--- src/rtl/ram_burst_reader_pkg.sv ---
// Shared types and sizing for the RAM burst reader.
package ram_burst_reader_pkg;

    localparam int unsigned FIFO_DEPTH     = 4;
    localparam int unsigned FIFO_IDX_WIDTH = $clog2(FIFO_DEPTH);
    // Credits and FIFO occupancy both span 0..FIFO_DEPTH inclusive.
    localparam int unsigned CREDIT_WIDTH   = $clog2(FIFO_DEPTH + 1);

    typedef enum logic [1:0] {
        IDLE,
        ISSUE,
        DRAIN,
        FINISH
    } state_t;

endpackage

--- src/rtl/ram_burst_reader_if.sv ---
// Command, RAM read port and output stream of the burst reader.
interface ram_burst_reader_if #(
    parameter int unsigned WIDTH      = 32,
    parameter int unsigned ADDR_WIDTH = 4
);

    logic                  start_valid;
    logic                  start_ready;
    logic [ADDR_WIDTH:0]   start_addr;
    logic [ADDR_WIDTH:0]   start_len;
    logic [ADDR_WIDTH:0]   raddr_0;
    logic [WIDTH-1:0]      rdata_0;
    logic                  out_valid;
    logic                  out_ready;
    logic [WIDTH-1:0]      out_data;
    logic                  out_last;
    logic                  busy;
    logic                  done;

    // Environment side: issues commands, models the RAM, consumes beats.
    modport master (
        output start_valid, start_addr, start_len, rdata_0, out_ready,
        input  start_ready, raddr_0, out_valid, out_data, out_last, busy, done
    );

    // Reader side.
    modport slave (
        input  start_valid, start_addr, start_len, rdata_0, out_ready,
        output start_ready, raddr_0, out_valid, out_data, out_last, busy, done
    );

endinterface

--- src/rtl/ram_burst_reader_beat_fifo.sv ---
// Four-entry shift FIFO of {last, data}; the head slot is a flop that drives the output stream.
module ram_burst_reader_beat_fifo
    import ram_burst_reader_pkg::*;
#(
    parameter int unsigned WIDTH = 32
) (
    input  logic             clk,
    input  logic             rst,
    input  logic             push,
    input  logic             push_last,
    input  logic [WIDTH-1:0] push_data,
    input  logic             pop,
    output logic             valid,
    output logic             last,
    output logic [WIDTH-1:0] data
);

    logic [WIDTH:0]          slots   [FIFO_DEPTH];
    logic [WIDTH:0]          slots_n [FIFO_DEPTH];
    logic [CREDIT_WIDTH-1:0] count;
    logic [CREDIT_WIDTH-1:0] count_n;
    logic                    pop_c;

    assign pop_c = pop && valid;

    // Next contents: pop shifts toward the head, push lands behind the last live entry.
    always_comb begin
        slots_n = slots;
        count_n = count;
        if (pop_c) begin
            for (int i = 0; i < FIFO_DEPTH - 1; i++) begin
                slots_n[i] = slots[i + 1];
            end
            count_n = count - CREDIT_WIDTH'(1);
        end
        if (push) begin
            slots_n[count_n[FIFO_IDX_WIDTH-1:0]] = {push_last, push_data};
            count_n = count_n + CREDIT_WIDTH'(1);
        end
    end

    // Storage, occupancy and registered valid flag.
    always_ff @(posedge clk or posedge rst) begin
        if (rst) begin
            for (int i = 0; i < FIFO_DEPTH; i++) begin
                slots[i] <= '0;
            end
            count <= '0;
            valid <= 1'b0;
        end else begin
            slots <= slots_n;
            count <= count_n;
            valid <= (count_n != '0);
        end
    end

    assign data = slots[0][WIDTH-1:0];
    assign last = slots[0][WIDTH];

endmodule

--- src/rtl/ram_burst_reader.sv ---
// Burst read engine: walks a RAM range one read per cycle and streams the words out,
// with credits bounding reads in flight plus buffered beats to the FIFO depth.
module ram_burst_reader
    import ram_burst_reader_pkg::*;
#(
    parameter int unsigned WIDTH      = 32,
    parameter int unsigned DEPTH      = 16,
    parameter int unsigned ADDR_WIDTH = $clog2(DEPTH)
) (
    input  logic               clk,
    input  logic               rst,
    ram_burst_reader_if.slave  bus
);

    localparam int unsigned     AW        = ADDR_WIDTH + 1;
    localparam logic [AW-1:0]   LAST_ADDR = AW'(DEPTH - 1);

    state_t                  state;
    logic [AW-1:0]           addr;
    logic [AW-1:0]           remaining;
    logic [CREDIT_WIDTH-1:0] credits;
    logic                    inflight;
    logic                    inflight_last;
    logic                    start_ready;
    logic                    busy;
    logic                    done;
    logic                    fifo_valid;
    logic                    issue_c;
    logic                    pop_c;
    logic                    drain_done_c;

    function automatic logic [AW-1:0] next_addr(input logic [AW-1:0] a);
        return (a == LAST_ADDR) ? '0 : a + AW'(1);
    endfunction

    // Issue depends only on registered state, never on out_ready.
    assign issue_c = (state == ISSUE) && (credits != '0);
    assign pop_c   = fifo_valid && bus.out_ready;

    // All credits home (or the final one returning this cycle) means nothing in flight or buffered.
    assign drain_done_c = (credits == CREDIT_WIDTH'(FIFO_DEPTH)) ||
                          (pop_c && (credits == CREDIT_WIDTH'(FIFO_DEPTH - 1)));

    // Control FSM, credit counter and in-flight tag.
    always_ff @(posedge clk or posedge rst) begin
        if (rst) begin
            state         <= IDLE;
            addr          <= '0;
            remaining     <= '0;
            credits       <= CREDIT_WIDTH'(FIFO_DEPTH);
            inflight      <= 1'b0;
            inflight_last <= 1'b0;
            start_ready   <= 1'b0;
            busy          <= 1'b0;
            done          <= 1'b0;
        end else begin
            credits       <= credits - CREDIT_WIDTH'(issue_c) + CREDIT_WIDTH'(pop_c);
            inflight      <= issue_c;
            inflight_last <= issue_c && (remaining == AW'(1));
            done          <= 1'b0;
            case (state)
                IDLE: begin
                    start_ready <= 1'b1;
                    if (bus.start_valid && start_ready) begin
                        addr        <= bus.start_addr;
                        remaining   <= bus.start_len;
                        start_ready <= 1'b0;
                        busy        <= 1'b1;
                        // Zero-length commands hop through DRAIN so done keeps a two-cycle latency.
                        state       <= (bus.start_len == '0) ? DRAIN : ISSUE;
                    end
                end
                ISSUE: begin
                    if (issue_c) begin
                        remaining <= remaining - AW'(1);
                        // Keep the final address on raddr_0 once the burst is fully issued.
                        if (remaining == AW'(1)) begin
                            state <= DRAIN;
                        end else begin
                            addr <= next_addr(addr);
                        end
                    end
                end
                DRAIN: begin
                    if (drain_done_c) begin
                        state <= FINISH;
                        done  <= 1'b1;
                    end
                end
                FINISH: begin
                    state       <= IDLE;
                    busy        <= 1'b0;
                    start_ready <= 1'b1;
                end
                default: state <= IDLE;
            endcase
        end
    end

    ram_burst_reader_beat_fifo #(
        .WIDTH (WIDTH)
    ) beat_fifo (
        .clk       (clk),
        .rst       (rst),
        .push      (inflight),
        .push_last (inflight_last),
        .push_data (bus.rdata_0),
        .pop       (bus.out_ready),
        .valid     (fifo_valid),
        .last      (bus.out_last),
        .data      (bus.out_data)
    );

    assign bus.start_ready = start_ready;
    assign bus.raddr_0     = addr;
    assign bus.out_valid   = fifo_valid;
    assign bus.busy        = busy;
    assign bus.done        = done;

endmodule
--- src/flat_wrapper.sv ---
// flat-port wrapper written by rule: the top's interface ports become plain ports
module ram_burst_reader_flat import ram_burst_reader_pkg::*;
#(
    parameter int unsigned WIDTH      = 32,
    parameter int unsigned DEPTH      = 16,
    parameter int unsigned ADDR_WIDTH = $clog2(DEPTH)
)
  (clk, rst, bus_start_valid, bus_start_addr, bus_start_len, bus_rdata_0, bus_out_ready, bus_start_ready, bus_raddr_0, bus_out_valid, bus_out_data, bus_out_last, bus_busy, bus_done);
  ram_burst_reader_if #(.WIDTH(WIDTH), .ADDR_WIDTH(ADDR_WIDTH)) bus_i ();
  input  logic clk;
  input  logic rst;
  input wire logic [$bits(bus_i.start_valid)-1:0] bus_start_valid;
  input wire logic [$bits(bus_i.start_addr)-1:0] bus_start_addr;
  input wire logic [$bits(bus_i.start_len)-1:0] bus_start_len;
  input wire logic [$bits(bus_i.rdata_0)-1:0] bus_rdata_0;
  input wire logic [$bits(bus_i.out_ready)-1:0] bus_out_ready;
  output wire logic [$bits(bus_i.start_ready)-1:0] bus_start_ready;
  output wire logic [$bits(bus_i.raddr_0)-1:0] bus_raddr_0;
  output wire logic [$bits(bus_i.out_valid)-1:0] bus_out_valid;
  output wire logic [$bits(bus_i.out_data)-1:0] bus_out_data;
  output wire logic [$bits(bus_i.out_last)-1:0] bus_out_last;
  output wire logic [$bits(bus_i.busy)-1:0] bus_busy;
  output wire logic [$bits(bus_i.done)-1:0] bus_done;
  assign bus_i.start_valid = bus_start_valid;
  assign bus_i.start_addr = bus_start_addr;
  assign bus_i.start_len = bus_start_len;
  assign bus_i.rdata_0 = bus_rdata_0;
  assign bus_i.out_ready = bus_out_ready;
  assign bus_start_ready = bus_i.start_ready;
  assign bus_raddr_0 = bus_i.raddr_0;
  assign bus_out_valid = bus_i.out_valid;
  assign bus_out_data = bus_i.out_data;
  assign bus_out_last = bus_i.out_last;
  assign bus_busy = bus_i.busy;
  assign bus_done = bus_i.done;
  ram_burst_reader #(.WIDTH(WIDTH), .DEPTH(DEPTH), .ADDR_WIDTH(ADDR_WIDTH)) u_core (.clk(clk), .rst(rst), .bus(bus_i));
endmodule
--- config.mk ---
export PLATFORM = sky130hd
export DESIGN_NAME = ram_burst_reader_flat
export DESIGN_NICKNAME = d
export VERILOG_FILES = /design/src/rtl/ram_burst_reader_pkg.sv /design/src/rtl/ram_burst_reader_if.sv /design/src/rtl/ram_burst_reader_beat_fifo.sv /design/src/rtl/ram_burst_reader.sv /design/src/flat_wrapper.sv
export SDC_FILE = /design/constraint.sdc
export NUM_CORES = 1
export LEC_CHECK = 0
export ABC_CLOCK_PERIOD_IN_PS = 5300
export CORE_AREA = 8 8 132 165
export CTS_CLUSTER_SIZE = 12
export DETAILED_ROUTE_END_ITERATION = 10
export DIE_AREA = 0 0 140 173
export SYNTH_ARGS = -nofsm -noshare
export SYNTH_HDL_FRONTEND = slang
export SYNTH_SLANG_ARGS = --single-unit
export TNS_END_PERCENT = 30
--- constraint.sdc ---
create_clock -name clk -period 5.3 [get_ports clk]
set_clock_uncertainty 0.1 [all_clocks]
set_input_delay 1.325 -clock clk [delete_from_list [all_inputs] [get_ports clk]]
set_output_delay 1.325 -clock clk [all_outputs]
set_load 0.01 [all_outputs]
==> results of run 1 <==
[kinds of logic (layout without fill, tap and decap cells)]
kind of cell / count (synthesis) / after routing / synth area share, %
mux: 140 / 140 / 19.3
flops: 156 / 156 / 52.1
fa+ha+maj: 15 / 15 / 2.60
simple gates: 149 / 149 / 8.73
buf+inv: 90 / 142 / 6.56
compound gates: 135 / 135 / 10.0
xor+xnor: 6 / 6 / 0.701
[metal layers]
layer / wire length (µm) / share of wire, %
met1: 7110 / 45
met2: 7660 / 48
met3: 821 / 5.2
met4: 275 / 1.7
met5: 0 / 0
[final cells by class]
class | instances | area share [%]
flip-flops and latches | 156 | 43.9
multi-input cells | 445 | 35.0
clock inverters | 11 | 1.63
well taps | 236 | 3.32
repair buffers | 91 | 10.3
clock buffers | 20 | 5.02
inverters | 20 | 0.886
[worst paths after layout]
path,cells after the start,to,from
max reg2reg,10,u_core.credits[2]$_DFF_PP1_,u_core.state[1]$_DFFE_PP0P_
min reg2reg,1,flop,flop
max in group asynchronous,3,u_core.beat_fifo.slots[39]$_DFF_PP0_,rst
max,8,u_core.beat_fifo.valid$_DFF_PP0_,bus_out_ready
min in group asynchronous,2,u_core.beat_fifo.slots[93]$_DFF_PP0_,rst
min,1,flop,flop
[cells in the final DEF (no fill, tap or decap), types with 4 or more instances in the layout]
cell type        count
o21ai_0             86
clkbuf_16           17
clkdlybuf4s50_1     87
dfrtp_1            155
xnor2_1              5
o21ai_1             21
nor3_1               5
clkinvlp_4           4
a21oi_1              7
inv_1               18
mux2_2              34
nor2_1               6
ha_1                14
mux2i_1            105
nand3_1              7
nand2_1            110
[power by group through the flow]
stage / clock network, µW / registers [µW] / logic [µW]
5_1_grt: 1300 / 2230 / 2270
3_3_place_gp: 0 / 2140 / 1960
6_report: 1230 / 2150 / 2020
4_1_cts: 1260 / 2150 / 2060
2_1_floorplan: 0 / 2060 / 1590
3_5_place_dp: 0 / 2170 / 2050
[metrics by stage]
stage	instances	cell area (µm²)	utilization [%]
3_5_place_dp	948	8300	43.4
5_1_grt	979	8890	46.5
3_3_place_gp	948	8300	43.4
2_1_floorplan	691	7500	-
6_report	979	8890	46.5
4_1_cts	979	8890	46.5
[worst register-to-register path, delay by kind of cell, from the launching register on]
| kind | cells | cell delay, ns |
|---|---|---|
| adder cells (fa/ha/maj) | 4 | 1.52 |
| flip-flops | 1 | 0.40 |
| buffers and inverters | 3 | 0.33 |
| AO/OA/AOI/OAI | 1 | 0.33 |
| XOR/XNOR | 2 | 0.31 |
==> metrics.md, run 1 <==
| Metric | Value |
|---|---|
| Vias per cell | `slightly above 5` |
| H-Tree Level Count | `4` |
| Seq pwr share | `39.8%` |
| Antenna diodes | `0` |
| Clk root buf | `clkbuf_16` |
| Final worst path period share | `71.8%` |
| Final number of hold-violating endpoints | `0` |
| Leak | `0.00391 µW` |
| Synth Register Bits | `156` |
| Reg2reg setup slack | `2.23 ns` |
| Max Cap Viol | `0` |
| Yosys cell types | `51` |
| Slew @ Worst Pin | `1.20 ns` |
| Die area | `~24000 µm²` |
| Resize count post-CTS | `0` |
| Hold_buf cts | `0` |
| Post-synth top area share | `51.8%` |
| Fill count | `roughly 1.8k` |
| Status | `finished clean` |
| Pin count of the biggest net entering global routing | `82` |
| Post-place setup slack | `1.00 ns` |
| Worst Path Arrival | `approximately 4.0 ns` |
| Die W | `140 µm` |
| Initial Utilization | `39.2%` |
| Synth Cell Area | `7490 µm²` |
| Worst Setup End Kind | `flop` |
| Multi-input logic area | `3110 µm²` |
| TritonCTS buffer count | `17` |
| Ranking of synthesized cells by area | `dfrtp_1 52%, mux2i_1 14%, o21ai_0 5.7%, nand2_1 5.6%, mux2_2 5.1%` |
| HPWL after DPL | `10.2 mm` |
| M3 GR Usage | `4.41%` |
| Grt met1 use | `16.7%` |
| Average wire per standard cell | `16.2 µm` |
| Routed vias | `4942` |
| Setup tns final | `0 ns` |
| Clock share of power | `22.7%` |
| Max Root-Sink Buffers | `2` |
| Count leader, synth | `dfrtp_1` |
| Unrepaired setup endpoints after global routing | `false` |
| Critical Path RT | `~5.5 ns` |
| Tmin final | `between 3 and 4 ns` |
| GPL Wtd Cong | `between 0.8 and 0.9` |
| Final slew viol count | `0` |
| Total power | `5390 µW` |
| Height of the die | `173 µm` |
| Clk pin slew, worst setup/hold paths | `0.06 ns` |
| IO Pins | `88` |
| FF+latch area | `3910 µm²` |
| Final Setup Violations | `0` |
| Post CTS Setup Buffer Count | `0` |
| Most used DFF post-synth | `dfrtp_1` |
| Mapped Cells | `691` |
| Pwr dens | `606 nW/µm²` |
| DRC violations left | `0` |
| Startpoint types | `input pin` |
| Fmax | `0.263 GHz` |
| Synth-to-Final Area Change | `18.7%` |
| DR iter-0 viols | `about 290` |
| Global-route met2 utilization | `22.1%` |
| Psw | `1850 µW` |
| Initial antenna violation count | `0` |
| Net Sw Frac | `34.3%` |
| Buffers plus inverters on the worst setup path | `1` |
| Worst stage delay on the critical path | `approximately 0.53 ns` |
| Slowest CP cell | `nand2_2` |
| GRT busiest layer | `met2` |
| Register area share after synthesis | `between 50 and 60%` |
| Post-Route Hold Slack | `0.405 ns` |
| Total Routing Usage GR | `a little over an eighth` |
| Top delay family on crit path | `simple AND/OR/NAND/NOR gates` |
| DRT antenna net count | `0` |
| GR Overflow Total | `0` |
| Number of global-route vias before repair | `~5.2k` |
| CP Max Fanout | `34` |
| CTS tree | `built` |
| Asr flop ratio synth | `100%` |
| Worst setup margin | `~1.5 ns` |
| NumNets Final | `about 790` |
| Area of the core | `between 15000 and 20000 µm²` |
| Crit path cell chain | `clkdlybuf4s50_1, nand2_4, mux2i_1, ha_1, nand2_2, xnor2_1, xnor2_1, o21bai_1` |
| Final wirelength | `~16 mm` |
| Fraction of layout cells with a size suffix above 1 | `between 10% and 20%` |
| First-pass GRT wire length | `26.8 mm` |
| Slew Limit Headroom | `~20%` |
| Area leader, netlist | `dfrtp_1` |
| Cell seen most often among critical-path stages | `xnor2_1` |
| Syn_area_per_cell | `10.8 µm²` |
| # clock sinks | `156` |
| DRT Pass-1 Iters | `4` |
| Worst Path Class, Setup | `in -> reg` |
| Worst min-delay path class | `reg -> reg` |
| Yosys Warn Count | `0` |
| Part of the power in combinational logic | `37.5%` |
| EDFF count, synth | `0` |
| Port bufs | `87` |
| Cell-internal power | `3540 µW` |
| Worst skew pair latency | `0.43 ns` |
| Std cell rows | `57` |
| VDD IR-drop max | `0.000280 V` |
| List of most frequent post-synthesis cells | `155 x dfrtp_1, 111 x nand2_1, 105 x mux2i_1, 86 x o21ai_0, 35 x buf_4` |
| Mapped Nets | `about 750` |
Power figures use the tool's default switching activity.
==> run 2, diff against run 1 <==
--- a/config.mk
+++ b/config.mk
@@ -5,7 +5,7 @@
 export SDC_FILE = /design/constraint.sdc
 export NUM_CORES = 1
 export LEC_CHECK = 0
-export ABC_CLOCK_PERIOD_IN_PS = 5300
+export ABC_CLOCK_PERIOD_IN_PS = 3300
 export CORE_AREA = 8 8 132 165
 export CTS_CLUSTER_SIZE = 12
 export DETAILED_ROUTE_END_ITERATION = 10
==> constraint.sdc (replaced) <==
create_clock -name clk -period 3.3 [get_ports clk]
set_clock_uncertainty 0.1 [all_clocks]
set_input_delay 0.825 -clock clk [delete_from_list [all_inputs] [get_ports clk]]
set_output_delay 0.825 -clock clk [all_outputs]
set_load 0.01 [all_outputs]
==> metrics.md, run 2 (same netlist as run 1, synthesis figures left out) <==
| Metric | Value |
|---|---|
| Status | `finished clean` |
| Die area | `24200 µm²` |
| Hold_buf cts | `0` |
| DRT Pass-1 Iters | `4` |
| Synth-to-Final Area Change | `19.6%` |
| Final Setup Violations | `0` |
| IO Pins | `88` |
| DRC violations left | `0` |
| Final wirelength | `about 16 mm` |
| Post-Route Hold Slack | `0.405 ns` |
| NumNets Final | `804` |
| Unrepaired setup endpoints after global routing | `false` |
| H-Tree Level Count | `4` |
| Antenna diodes | `0` |
| Area of the core | `19100 µm²` |
| Resize count post-CTS | `0` |
| Worst Path Arrival | `2.88 ns` |
| Reg2reg setup slack | `0.73 ns` |
| Total Routing Usage GR | `13.8%` |
| Tmin final | `around 2.7 ns` |
| Slew Limit Headroom | `53.9%` |
| Most frequent cells in the layout | `155 x dfrtp_1, 110 x nand2_1, 105 x mux2i_1` |
| Routed vias | `roughly 5k` |
| Fmax | `0.374 GHz` |
| Height of the die | `173 µm` |
| # clock sinks | `156` |
| Buffers plus inverters on the worst setup path | `4` |
| Initial antenna violation count | `1` |
| Max Cap Viol | `0` |
| Worst Path Class, Setup | `in -> reg` |
| Std cell rows | `57` |
| CP Max Fanout | `32` |
| Leak | `0.00397 µW` |
| Worst Setup End Kind | `flop` |
| TritonCTS buffer count | `17` |
| Setup tns final | `0 ns` |
| Average wire per standard cell | `between 15 and 20 µm` |
| Startpoint types | `input pin` |
| Worst setup margin | `between 0.6 and 0.7 ns` |
| Port bufs | `87` |
| Worst skew pair latency | `0.41 ns` |
| Most common cell after layout, fill and taps aside | `dfrtp_1` |
| Slowest CP cell | `clkdlybuf4s50_1` |
| Final worst path period share | `about four fifths` |
| GPL Wtd Cong | `0.804` |
| Crit path cell chain | `clkdlybuf4s50_1, nand2_4, inv_2, xnor2_1, inv_1, ha_1, and2_2, buf_4, o21ai_0` |
| Pin count of the biggest net entering global routing | `between 100 and 150` |
| Worst stage delay on the critical path | `between 0.4 and 0.5 ns` |
| Fraction of layout cells with a size suffix above 1 | `12.2%` |
| GR Overflow Total | `0` |
| DR iter-0 viols | `326` |
| Post CTS Setup Buffer Count | `0` |
| Final number of hold-violating endpoints | `0` |
| Crit path launch | `bus_out_ready` |
| Vias per cell | `slightly above 5` |
| Initial Utilization | `39.2%` |
| Pwr dens | `967 nW/µm²` |
| Top delay family on crit path | `buffers and inverters` |
| Clk pin slew, worst setup/hold paths | `0.07 ns` |
| DRT antenna net count | `0` |
| Die W | `between 100 and 150 µm` |
| First-pass GRT wire length | `between 20 and 30 mm` |
| Worst min-delay path class | `reg -> reg` |
| Number of global-route vias before repair | `5252` |
| VDD IR-drop max | `0.000418 V` |
| HPWL after DPL | `10.8 mm` |
| Max Root-Sink Buffers | `2` |
| RR Startpoint | `u_core.credits[1]$_DFF_PP0_` |
| Clk root buf | `clkbuf_16` |
| CTS tree | `built` |
| Post-place setup slack | `0.207 ns` |
| Critical Path RT | `3.51 ns` |
| Slew @ Worst Pin | `0.692 ns` |
| Final slew viol count | `0` |
==> run 2: cell count changes in the layout (fill, tap and decap cells not counted) <==
cell / delta
clkinv_4: +1
inv_6: +3
bufinv_16: -1
buf_4: +12
clkinvlp_4: -1
clkbuf_8: -1
==> run 2: layout make-up <==
cell class                      count  area [µm²]
Tap cell                          236         295
Timing Repair Buffer              103        1000
Clock buffer                       19         433
Fill cell                        1756       10100
Sequential cell                   156        3910
Clock inverter                     13         143
Multi-Input combinational cell    445        3110
Inverter                           20        78.8
==> run 2: worst register-to-register path, cell delays in order, from the launching register on <==
cell	delay [ns]
dfrtp_1	0.44
o31ai_1	0.54
inv_1	0.18
ha_1	0.32
inv_1	0.04
ha_1	0.19
fa_1	0.38
xor2_1	0.17
xnor2_1	0.14
==> run 2: power by group <==
part	switching (µW)	leakage [µW]	internal, µW
combinational	1660	0.00179	1660
clock	782	0.000278	1120
sequential	579	0.00190	2870
total	3020	0.00397	5650
==> run 2: through the flow <==
stage | utilization (%) | instances | area (µm²) | total power, µW
after floorplan | - | 691 | 7500 | 5860
final | 46.9 | 992 | 8970 | 8670
after global placement | 43.9 | 960 | 8390 | 6640
after global routing | 46.9 | 992 | 8970 | 9320
after detailed placement | 43.9 | 960 | 8390 | 6850
after CTS | 46.9 | 992 | 8970 | 8790
==> run 2: final timing paths <==
kind,cells past startpoint,end
worst max-delay path,9,u_core.beat_fifo.slots[36]$_DFF_PP0_
worst min-delay path,1,flop
worst max register to register,8,u_core.credits[2]$_DFF_PP1_
worst min register to register,1,flop
max in group asynchronous,3,u_core.beat_fifo.data[21]$_DFF_PP0_
min in group asynchronous,3,u_core.beat_fifo.slots[92]$_DFF_PP0_
==> run 2: layer usage <==
layer,track usage (%),up-vias,wire [µm]
met3,4.05,13,801
met2,23.2,96,7970
met1,16.7,2442,7140
li1,-,2452,-
met4,4.08,2,158
met5,0,-,13
==> run 3, diff against run 2 <==
--- a/config.mk
+++ b/config.mk
@@ -5,7 +5,7 @@
 export SDC_FILE = /design/constraint.sdc
 export NUM_CORES = 1
 export LEC_CHECK = 0
-export ABC_CLOCK_PERIOD_IN_PS = 3300
+export ABC_CLOCK_PERIOD_IN_PS = 2600
 export CORE_AREA = 8 8 132 165
 export CTS_CLUSTER_SIZE = 12
 export DETAILED_ROUTE_END_ITERATION = 10
==> constraint.sdc (replaced) <==
create_clock -name clk -period 2.6 [get_ports clk]
set_clock_uncertainty 0.1 [all_clocks]
set_input_delay 0.65 -clock clk [delete_from_list [all_inputs] [get_ports clk]]
set_output_delay 0.65 -clock clk [all_outputs]
set_load 0.01 [all_outputs]
==> metrics.md, run 3 (same netlist as run 1, synthesis figures left out) <==
| Metric | Value |
|---|---|
| IO Pins | `a little under 90` |
| Worst setup margin | `0.304 ns` |
| Clock share of power | `22.4%` |
| Slew @ Worst Pin | `0.520 ns` |
| Fill count | `1722` |
| DRC violations left | `0` |
| Worst Setup End Kind | `flop` |
| Status | `finished clean` |
| NumNets Final | `roughly 820` |
| Clk pin slew, worst setup/hold paths | `0.06 ns` |
| VDD IR-drop max | `0.000556 V` |
| DRT antenna net count | `0` |
| Multi-input logic area | `3110 µm²` |
| DRT Pass-1 Iters | `4` |
| Reg2reg setup slack | `just over 0.3 ns` |
| Worst min-delay path class | `reg -> reg` |
| Port bufs | `87` |
| DR iter-0 viols | `202` |
| HPWL after DPL | `approximately 11 mm` |
| # clock sinks | `156` |
| Post-place setup slack | `-0.0763 ns` |
| Std cell rows | `57` |
| Total power | `11400 µW` |
| Pin count of the biggest net entering global routing | `65` |
| Hold_buf cts | `0` |
| CP Max Fanout | `7` |
| Unrepaired setup endpoints after global routing | `false` |
| Final worst path period share | `88.3%` |
| Most frequent cells in the layout | `155 x dfrtp_1, 110 x nand2_1, 105 x mux2i_1` |
| Total Routing Usage GR | `13.9%` |
| Pwr dens | `1240 nW/µm²` |
| Worst skew pair latency | `0.42 ns` |
| Final wirelength | `16.0 mm` |
| TritonCTS buffer count | `17` |
| Worst Path Arrival | `2.54 ns` |
| Final Setup Violations | `0` |
| First-pass GRT wire length | `27.4 mm` |
| Slew Limit Headroom | `65.0%` |
| Leak | `0.00407 µW` |
| Startpoint types | `flop` |
| Post-Route Hold Slack | `0.405 ns` |
| Critical Path RT | `2.85 ns` |
| Seq pwr share | `between 30% and 40%` |
| FF+latch area | `3910 µm²` |
| GPL Wtd Cong | `0.786` |
| Initial antenna violation count | `1` |
| Vias per cell | `about 5.1` |
| Most common cell after layout, fill and taps aside | `dfrtp_1` |
| CTS tree | `built` |
| Register-to-Register Path Depth | `8` |
| Initial Utilization | `39.2%` |
| Hold path depth | `1` |
| Net Sw Frac | `34.0%` |
| Psw | `3880 µW` |
| Final number of hold-violating endpoints | `0` |
| Antenna diodes | `0` |
| RR Startpoint | `u_core.credits[1]$_DFF_PP0_` |
| Fraction of layout cells with a size suffix above 1 | `13.7%` |
| Max Cap Viol | `0` |
| Resize count post-CTS | `0` |
| Number of global-route vias before repair | `5348` |
| Fin util | `between 40% and 50%` |
| Worst Path Class, Setup | `reg -> reg` |
| Final slew viol count | `0` |
| Max Root-Sink Buffers | `2` |
| Tmin final | `2.30 ns` |
| Part of the power in combinational logic | `39.3%` |
| H-Tree Level Count | `4` |
| Clk root buf | `clkbuf_16` |
| Synth-to-Final Area Change | `23.0%` |
| Fmax | `approximately 0.44 GHz` |
| Height of the die | `173 µm` |
| GR Overflow Total | `0` |
| Cell-internal power | `7530 µW` |
| Die area | `24200 µm²` |
| Worst R2R End | `u_core.credits[2]$_DFF_PP1_` |
| Die W | `about 140 µm` |
| Area of the core | `19100 µm²` |
| Routed vias | `about 5.1k` |
| Post CTS Setup Buffer Count | `0` |
| Average wire per standard cell | `15.9 µm` |
## run 3: worst max path at each step
stage	cells after the start	endpoint	from	slack, ns
finish	8	u_core.credits[2]$_DFF_PP1_	u_core.credits[1]$_DFF_PP0_	0.30
global route	8	u_core.credits[2]$_DFF_PP1_	u_core.credits[1]$_DFF_PP0_	0.13
CTS	8	u_core.credits[2]$_DFF_PP1_	u_core.credits[1]$_DFF_PP0_	0.25
detailed placement	8	u_core.beat_fifo.data[2]$_DFF_PP0_	bus_out_ready	-0.08
global placement	9	flop	bus_out_ready	-0.01
floorplan	1	async pin	rst	-0.12
## run 3: through the flow
stage               area, µm²  instances  TNS (ns)
floorplan                7500        691    -18.92
global placement         8600        971    -0.169
detailed placement       8600        971     -3.88
CTS                      9220       1003         0
global route             9220       1003         0
finish                   9220       1003         0
## run 3: power groups by stage
| stage | sequential [µW] | combinational [µW] | clock, µW |
|---|---|---|---|
| 5_1_grt | 4540 | 5010 | 2750 |
| 3_3_place_gp | 4360 | 4330 | 0 |
| 3_5_place_dp | 4420 | 4530 | 0 |
| 6_report | 4380 | 4480 | 2560 |
| 4_1_cts | 4390 | 4550 | 2630 |
| 2_1_floorplan | 4200 | 3240 | 0 |
## run 3: cell type report
class	count	share of cell area (%)
clock buffers	19	4.91
multi-input cells	445	33.7
repair buffers	114	13.1
flip-flops and latches	156	42.4
inverters	20	0.855
clock inverters	13	1.81
well taps	236	3.20
## run 3: per-layer routing
metal | track usage (%) | wire length [µm] | vias to the layer above
met4 | 4.13 | 159 | 2
met2 | 23.0 | 7720 | 114
li1 | - | - | 2486
met3 | 4.35 | 875 | 13
met1 | 17.0 | 7220 | 2488
met5 | 0 | 13 | -
## run 3: critical path, cell delays in order (launching register included)
cell,delay [ns]
dfrtp_1,0.46
o31ai_1,0.33
inv_1,0.13
ha_1,0.29
inv_1,0.04
ha_1,0.17
fa_1,0.38
xor2_1,0.16
xnor2_1,0.16
